## src/rtl/seg7_scan_driver.sv

```systemverilog
// Time-multiplexed N-digit hex 7-segment driver: double-buffered data with
// frame-boundary update, blank/blink/dp per digit, leading-zero suppression, anti-ghost guard.
module seg7_scan_driver #(
    parameter int N_DIGITS       = 4,
    parameter int SCAN_DIV       = 6750,
    parameter int GUARD          = 16,
    parameter int BLINK_FRAMES   = 250,
    parameter bit ACTIVE_LOW_SEG = 1'b1,
    parameter bit ACTIVE_LOW_AN  = 1'b1
) (
    input  logic                  clk,
    input  logic                  rst,
    input  logic [4*N_DIGITS-1:0] data_in,
    input  logic                  load,
    input  logic [N_DIGITS-1:0]   dp_in,
    input  logic [N_DIGITS-1:0]   blank_mask,
    input  logic [N_DIGITS-1:0]   blink_mask,
    input  logic                  lz_suppress,
    output logic [6:0]            seg,
    output logic                  dp,
    output logic [N_DIGITS-1:0]   an,
    output logic                  frame_done
);

    localparam int SLOT_W  = (SCAN_DIV > 1)     ? $clog2(SCAN_DIV)     : 1;
    localparam int DIG_W   = (N_DIGITS > 1)     ? $clog2(N_DIGITS)     : 1;
    localparam int FRAME_W = (BLINK_FRAMES > 1) ? $clog2(BLINK_FRAMES) : 1;

    localparam logic [SLOT_W-1:0]  SLOT_LAST  = SLOT_W'(SCAN_DIV - 1);
    localparam logic [DIG_W-1:0]   DIG_LAST   = DIG_W'(N_DIGITS - 1);
    localparam logic [FRAME_W-1:0] FRAME_LAST = FRAME_W'(BLINK_FRAMES - 1);
    localparam logic [SLOT_W-1:0]  GUARD_END  = SLOT_W'(GUARD);

    // Internal logic is active-low; these masks flip it at the pins when needed.
    localparam logic [6:0]          SEG_XOR = ACTIVE_LOW_SEG ? 7'h00 : 7'h7F;
    localparam logic [N_DIGITS-1:0] AN_XOR  = ACTIVE_LOW_AN  ? '0    : '1;

    logic [SLOT_W-1:0]     r_slot_cnt;
    logic [DIG_W-1:0]      r_digit;
    logic [FRAME_W-1:0]    r_frame_cnt;
    logic                  r_blink_phase;
    logic [4*N_DIGITS-1:0] r_staging;
    logic [4*N_DIGITS-1:0] r_display;
    logic [6:0]            r_seg;
    logic                  r_dp;
    logic [N_DIGITS-1:0]   r_an;
    logic                  r_frame_done;

    logic                  w_slot_wrap;
    logic                  w_frame_boundary;
    logic [SLOT_W-1:0]     w_slot_next;
    logic [DIG_W-1:0]      w_digit_next;
    logic [N_DIGITS-1:0]   w_digit_blank;
    logic [3:0]            w_cur_nib;
    logic                  w_cur_blank;
    logic [N_DIGITS-1:0]   w_onehot;
    logic [6:0]            w_seg_al;
    logic                  w_dp_al;
    logic [N_DIGITS-1:0]   w_an_al;

    function automatic logic [6:0] hex_glyph(input logic [3:0] nib);
        case (nib)
            4'h0:    return 7'h40;
            4'h1:    return 7'h79;
            4'h2:    return 7'h24;
            4'h3:    return 7'h30;
            4'h4:    return 7'h19;
            4'h5:    return 7'h12;
            4'h6:    return 7'h02;
            4'h7:    return 7'h78;
            4'h8:    return 7'h00;
            4'h9:    return 7'h10;
            4'hA:    return 7'h08;
            4'hB:    return 7'h03;
            4'hC:    return 7'h46;
            4'hD:    return 7'h21;
            4'hE:    return 7'h06;
            default: return 7'h0E;
        endcase
    endfunction

    assign w_slot_wrap      = (r_slot_cnt == SLOT_LAST);
    assign w_frame_boundary = w_slot_wrap && (r_digit == DIG_LAST);
    assign w_slot_next      = w_slot_wrap ? '0 : r_slot_cnt + 1'b1;
    assign w_digit_next     = !w_slot_wrap         ? r_digit :
                              (r_digit == DIG_LAST) ? '0      : r_digit + 1'b1;

    // Walk from the most significant digit down so the zero run is known at each k.
    always_comb begin
        logic w_zero_run;
        // NOTE: every combinational output gets a default first so no latch is inferred.
        w_zero_run    = 1'b1;
        w_digit_blank = '0;
        for (int k = N_DIGITS - 1; k >= 0; k--) begin
            w_zero_run       = w_zero_run && (r_display[4*k +: 4] == 4'h0);
            w_digit_blank[k] = blank_mask[k]
                             | (blink_mask[k] & r_blink_phase)
                             | (lz_suppress & (k != 0) & w_zero_run);
        end
    end

    assign w_cur_nib   = r_display[4*r_digit +: 4];
    assign w_cur_blank = w_digit_blank[r_digit];
    assign w_onehot    = N_DIGITS'(1) << r_digit;
    assign w_seg_al    = w_cur_blank ? 7'h7F : hex_glyph(w_cur_nib);
    assign w_dp_al     = ~(dp_in[r_digit] & ~w_cur_blank);
    assign w_an_al     = (r_slot_cnt < GUARD_END) ? '1 : ~w_onehot;

    // Scan counters, blink phase and the double-buffered digit data.
    always_ff @(posedge clk) begin
        if (rst) begin
            // NOTE: sequential state uses non-blocking assignments so all registers update together.
            r_slot_cnt    <= '0;
            r_digit       <= '0;
            r_frame_cnt   <= '0;
            r_blink_phase <= 1'b0;
            r_staging     <= '0;
            r_display     <= '0;
            r_frame_done  <= 1'b0;
        end else begin
            r_slot_cnt   <= w_slot_next;
            r_digit      <= w_digit_next;
            r_frame_done <= (w_slot_next == SLOT_LAST) && (w_digit_next == DIG_LAST);
            if (load) begin
                r_staging <= data_in;
            end
            if (w_frame_boundary) begin
                // A load landing on the boundary itself goes straight to the display.
                r_display <= load ? data_in : r_staging;
                if (r_frame_cnt == FRAME_LAST) begin
                    r_frame_cnt   <= '0;
                    r_blink_phase <= ~r_blink_phase;
                end else begin
                    r_frame_cnt <= r_frame_cnt + 1'b1;
                end
            end
        end
    end

    always_ff @(posedge clk) begin
        if (rst) begin
            r_seg <= 7'h7F ^ SEG_XOR;
            r_dp  <= 1'b1 ^ SEG_XOR[0];
            r_an  <= ~AN_XOR;
        end else begin
            r_seg <= w_seg_al ^ SEG_XOR;
            r_dp  <= w_dp_al ^ SEG_XOR[0];
            r_an  <= w_an_al ^ AN_XOR;
        end
    end

    assign seg        = r_seg;
    assign dp         = r_dp;
    assign an         = r_an;
    assign frame_done = r_frame_done;

endmodule

```

## config.mk

```make
export PLATFORM = sky130hd
export DESIGN_NAME = seg7_scan_driver
export DESIGN_NICKNAME = d
export VERILOG_FILES = /design/src/rtl/seg7_scan_driver.sv
export SDC_FILE = /design/constraint.sdc
export NUM_CORES = 1
export LEC_CHECK = 0
export CORE_ASPECT_RATIO = 1.25
export CORE_MARGIN = 2
export CORE_UTILIZATION = 54
export DETAILED_ROUTE_END_ITERATION = 16
export PLACE_DENSITY_LB_ADDON = 0.05
export SYNTH_ARGS = -nofsm -noshare
export SYNTH_HDL_FRONTEND = slang
export SYNTH_SLANG_ARGS = --single-unit
```

## constraint.sdc

```tcl
create_clock -name clk -period 2.6 [get_ports clk]
set_input_delay 0.26 -clock clk [delete_from_list [all_inputs] [get_ports clk]]
set_output_delay 0.26 -clock clk [all_outputs]
set_load 0.01 [all_outputs]
```

==> out/metrics.yaml, run 1 <==
power:
  p_per_area_nw_per_um2: 535
  ir_drop_mv: 0.450
  power.leakage_nw: 1.39
  p_total_mw: 2.08
final_layout:
  area_delta_synth_final_pct: 21.1
  fillers: 480
  multi_input_area_um2: 1700
  layout.area.seq_um2: 1380
  diodes: 0
  layout_commonest_cell: "dfxtp_1"
  finalInstanceArea_um2: 3890
  nets: 430
  drive_gt1_frac: 0.0900
  final_cell_mix: "dfxtp_1, nor2_1, clkdlybuf4s50_1"
setup_path:
  critPathMaxFanout: 11
  crit_family: "compound AO/OA/AOI/OAI gates"
  required_ps: 2790
  critical_path_depth: 5
  startpoint_type: "register"
  cp.arrival_ps: 2560
  crit_slowest_cell: "dfxtp_1"
  crit_type: "reg2reg"
  crit_path_max_incr_delay_ps: 640
  rr_worst_depth: 5
  cp_cell_sequence: "mux2_2 -> a221oi_1 -> o31ai_1 -> a21oi_1 -> o221ai_1"
  path_buf_inv: 0
  end_kind: "register"
floorplanning:
  start_util: 0.556
  die_area_um2: 6580
  die_w_um: 73.0
  core-area_um2: 5780
  ios: 45
  die_h_um: 90.2
  rows: 31
global_route:
  overflow: 0
  met2_usage: 0.383
  grt_pass1_wl_mm: 11.1
  antenna_found_initial: 0
  grt-busiest-layer: "met2"
  grt_use_met1: 0.251
  grt_pass1_vias: 2436
  grt_max_degree: 41
  gr-usage-all-layers: 0.220
  grt.met3_usage: 0.0504
hold_path:
  hold_path_depth: 2
  worstHoldPathType: "reg2reg"
synth:
  yosysUniqueCellTypes: 50
  synth_nets: 390
  muxShareOfSynthArea: 0.102
  synth-xor-area-share: 0.0545
  synth_simple_gate_area_frac: 0.222
  synth_top_family_by_area: "simple AND/OR/NAND/NOR gates"
  synth_adder_area_share: 0.0545
  avgSynthCellArea_um2: 9.34
  netlist_instances: 344
  synth_warnings: 0
  synth-edff-count: 0
  synthArstFlopShare: 0
  synth_area_um2: 3210
  synth-seq-area-share: 0.430
  synth_compound_area_frac: 0.0970
  yosys_most_used_dff: "dfxtp_1"
  synth.ff_latch_count: 69
cts:
  cts_max_level: 3
  cts_tree: "done"
  cts_root_buf: "clkbuf_8"
  holdBufCountCts: 0
  cts_setup_buffers: 0
  cts_buffer_depth: 2
  insertion_delay_ps: 350
  cts_num_sinks: 69
  cts_resized: 0
  cts.clk_slew.worst_paths_ps: 70
  cts_buffers: 9
sta:
  slew_viol_final: 0
  max-slew-margin-rel: 0.542
  setup_violations: 0
  layout_setup_ws_ps: 226
  fin_crit_ps: 2370
  post-route-period-util: 0.913
  tightest_slew_ps: 687
  finalHoldViolCount: 0
  max_freq_ghz: 0.421
  finalClockSkew_ps: 9.67
  tns_ps: 0
  rsz0062_at_grt: "no"
placement:
  post_dp_cell_area_um2: 3700
  port_buffers: 44
  gp_congestion: 0.904
  pre_cts_ws_ps: 246
  hpwlAfterDp_mm: 4.75
routing:
  wire_per_inst_um: 14.3
  ant_nets: 0
  firstDrtPassIters: 4
  drc: 0
  drt-initial-drc-count: 118
  num_vias: 2481
  wirelength_mm: 6.50
  routed_via_density: 5.45
run_status:
  status: "finished clean"
flow_run:
  max_cap_violations: 0
-- cell families (layout without fill, tap and decap cells) --
family	after synthesis	in the layout
buffers and inverters	31	76
xor gates and xnor gates	20	20
adders and majority gates	14	14
AOI/OAI and AO/OA	43	43
and+or+nand+nor	142	142
muxes	25	25
DFF	69	69
-- synthesized netlist by cell type, drive strengths merged, types with 3 or more instances --
cell / number / area [um2]
dfxtp: 69 / 1380
nor2: 63 / 241
nand2: 20 / 75.1
a211oi: 18 / 135
mux2i: 18 / 180
clkbuf: 15 / 57.6
ha: 14 / 175
inv: 11 / 41.3
xnor2: 11 / 96.3
nand3: 10 / 50.1
nor3: 9 / 45.0
xor2: 9 / 78.8
a21oi: 7 / 35.0
nand4: 7 / 43.8
mux4: 6 / 135
nand2b: 6 / 37.5
buf: 5 / 30.0
o211ai: 4 / 30.0
or3: 4 / 25.0
or4: 4 / 37.5
nor2b: 3 / 18.8
nor4: 3 / 33.8
-- final cells by class --
type | instances | share of cell area
Clock buffer | 10 | 0.0328
Clock inverter | 6 | 0.0164
Inverter | 11 | 0.0106
Multi-Input combinational cell | 244 | 0.438
Sequential cell | 69 | 0.355
Tap cell | 66 | 0.0212
Timing Repair Buffer | 49 | 0.126
-- state kept, by name, summed over array words and instances, names as in the netlist --
register and cells:
seg 7, frame_done 1, r_slot_cnt 13, an 4, r_frame_cnt 8, r_display 16, r_blink_phase 1, r_staging 16
r_digit 2, dp 1
-- worst min-delay path: cells and delay by family, from the launching register on --
kind          cells  cell delay [ps]
simple gates      1               80
flops             1              310
mux               1               70
-- metrics by stage --
step | std cells | utilization | hold WS, ps
6_report | 455 | 0.673 | 494
3_5_place_dp | 439 | 0.640 | 486
4_1_cts | 455 | 0.673 | 502
3_3_place_gp | 439 | 0.640 | 475
5_1_grt | 455 | 0.673 | 527
2_1_floorplan | 344 | - | 427
-- per-layer routing --
layer  routed length (um)  part of all wire
met5                    0                 0
met4                  100             0.015
met3                  206             0.032
met2                 3490              0.54
met1                 2700              0.42
-- final timing paths --
kind	start	endpoint	slack [ps]
worst max-delay path	r_digit[0]	seg[2]	230
worst min-delay path	r_staging[4]	r_staging[4]	490
worst max register to register	r_digit[0]	seg[2]	230
worst min register to register	r_staging[4]	r_staging[4]	490
-- power by group --
| part | switching [mW] | internal [mW] |
|---|---|---|
| Combinational | 0.0633 | 0.0801 |
| Sequential | 0.0118 | 1.08 |
| Clock | 0.406 | 0.441 |
(Power assumes the default switching activity.)
==> run 2, diff against run 1 <==
--- a/config.mk
+++ b/config.mk
@@ -5,10 +5,12 @@
 export SDC_FILE = /design/constraint.sdc
 export NUM_CORES = 1
 export LEC_CHECK = 0
+export CAP_MARGIN = 15
 export CORE_ASPECT_RATIO = 1.25
 export CORE_MARGIN = 2
-export CORE_UTILIZATION = 54
+export CORE_UTILIZATION = 63
 export DETAILED_ROUTE_END_ITERATION = 16
+export DONT_BUFFER_PORTS = 1
 export PLACE_DENSITY_LB_ADDON = 0.05
 export SYNTH_ARGS = -nofsm -noshare
 export SYNTH_HDL_FRONTEND = slang
==> run 2 against run 1 <==
Effect of this change: sequential share of layout area grew 4.8 points; sequential cell count is the same; via count is 5.0% lower; design area shrank 12%; maximum frequency increased by 4.8%; register-to-register slack improved by 110 ps; combinational power down 45%; clock power is 16% lower; clock-buffer cell count grew 1; largest power group unchanged.
==> out/metrics.yaml, run 2 (synthesis gave the netlist of run 1 again) <==
sta:
  rsz0062_at_grt: "no"
  slew_viol_final: 0
  fin_crit_ps: 2260
  setup_violations: 0
  finalClockSkew_ps: 7.43
  tns_ps: 0
  max-slew-margin-rel: 0.655
  finalHoldViolCount: 0
  max_freq_ghz: 0.442
  layout_setup_ws_ps: 335
  post-route-period-util: 0.871
  hold_slack_ps: 62.4
  tightest_slew_ps: 517
power:
  power.leakage_nw: 1.21
  seqPwrFrac: 0.580
  p_comb_frac: 0.042
  ir_drop_mv: 0.465
  power.share.clock: 0.378
  p_total_mw: 1.89
  p_int_mw: 1.45
  power_switching_share: 0.231
  netSwitchingPower_uw: 436
  p_per_area_nw_per_um2: 552
global_route:
  grt_pass1_vias: 2276
  grt-busiest-layer: "met2"
  gr-usage-all-layers: 0.249
  met2_usage: 0.399
  overflow: 0
  grt_pass1_wl_mm: 10.5
  grt_max_degree: 38
  grt.met3_usage: 0.0945
  antenna_found_initial: 0
  grt_use_met1: 0.286
routing:
  ant_nets: 0
  drt-initial-drc-count: 160
  routed_via_density: 5.81
  firstDrtPassIters: 5
  num_vias: 2358
  wire_per_inst_um: 15.3
  wirelength_mm: 6.20
  drc: 0
setup_path:
  end_kind: "register"
  startpoint_type: "register"
  critPathMaxFanout: 11
  reg2reg_from: "r_digit[0]"
  timing.critical_path.from: "r_digit[0]"
  required_ps: 2840
  crit_type: "reg2reg"
  cp.arrival_ps: 2500
final_layout:
  layout_commonest_cell: "dfxtp_1"
  layout.area.seq_um2: 1380
  final_cell_mix: "dfxtp_1, nor2_1, nand2_1"
  finalInstanceArea_um2: 3420
  multi_input_area_um2: 1700
  top_regs: "r_display x16, r_staging x16, r_slot_cnt x13"
  drive_gt1_frac: 0.0959
  nets: 386
  area_delta_synth_final_pct: 6.54
  fillers: 423
  diodes: 0
hold_path:
  worstHoldStart: "rst"
  worstHoldPathType: "in2reg"
cts:
  cts_resized: 0
  insertion_delay_ps: 340
  holdBufCountCts: 1
  cts.clk_slew.worst_paths_ps: 70
  cts_max_level: 3
  cts_setup_buffers: 0
  cts_num_sinks: 69
  cts_root_buf: "clkbuf_8"
  cts_tree: "done"
  cts_buffer_depth: 2
  cts_buffers: 9
placement:
  hpwlAfterDp_mm: 4.57
  post_dp_cell_area_um2: 3240
  gp_congestion: 0.976
  port_buffers: 0
  pre_cts_ws_ps: 314
floorplanning:
  die_w_um: 67.9
  die_area_um2: 5690
  ios: 45
  core-area_um2: 5010
  start_util: 0.641
  rows: 29
  die_h_um: 83.8
run_status:
  status: "finished clean"
flow_run:
  max_cap_violations: 0
run 2: changes by cell type in the layout (fill, tap and decap cells not counted):
cell and delta:
buf_12 +1, buf_4 -1, bufinv_16 -1, clkbuf_1 +1, clkdlybuf4s50_1 -44, clkinvlp_4 -1
run 2: layout make-up:
class	count	share of cell area
Clock buffer	11	0.0384
Tap cell	62	0.0227
Sequential cell	69	0.404
Inverter	11	0.0121
Multi-Input combinational cell	244	0.497
Clock inverter	4	0.00768
Timing Repair Buffer	5	0.0183
run 2: worst paths after layout:
path,end,slack [ps],cells after the start
worst max-delay path,seg[3],340,6
worst min-delay path,an[2],60,2
worst max register to register,seg[3],340,6
worst min register to register,r_staging[15],490,2
run 2: metrics by stage:
| step | instances | util |
|---|---|---|
| 2_1_floorplan | 344 | - |
| 3_3_place_gp | 390 | 0.648 |
| 3_5_place_dp | 390 | 0.648 |
| 4_1_cts | 406 | 0.683 |
| 5_1_grt | 406 | 0.683 |
| 6_report | 406 | 0.683 |
run 2: critical path: stages, from the launching register on:
cell and delay, ps:
dfxtp_1 580, mux4_2 630, inv_1 150, ha_1 170, inv_1 50, mux4_2 440
nand2b_1 140
run 2: power by group through the flow:
stage                     sequential (mW)  clock (mW)  combinational (mW)
after floorplan                      1.12           0              0.0672
after global placement               1.12           0              0.0663
after detailed placement             1.12           0              0.0673
after CTS                            1.10       0.737              0.0795
after global routing                 1.10       0.775              0.0891
final                                1.10       0.714              0.0789
run 2: routing by layer:
metal  up-vias  wire [um]  part of all wire
li1       1204          -                 -
met2        50       3060              0.49
met4         0        205             0.033
met1      1089       2550              0.41
met5         -          0                 0
met3        15        385             0.062
==> run 3, diff against run 2 <==
--- a/config.mk
+++ b/config.mk
@@ -15,3 +15,4 @@
 export SYNTH_ARGS = -nofsm -noshare
 export SYNTH_HDL_FRONTEND = slang
 export SYNTH_SLANG_ARGS = --single-unit
+export TNS_END_PERCENT = 1
==> results of run 3 <==
Final layout, timing and power as in run 2 (identical DEF).
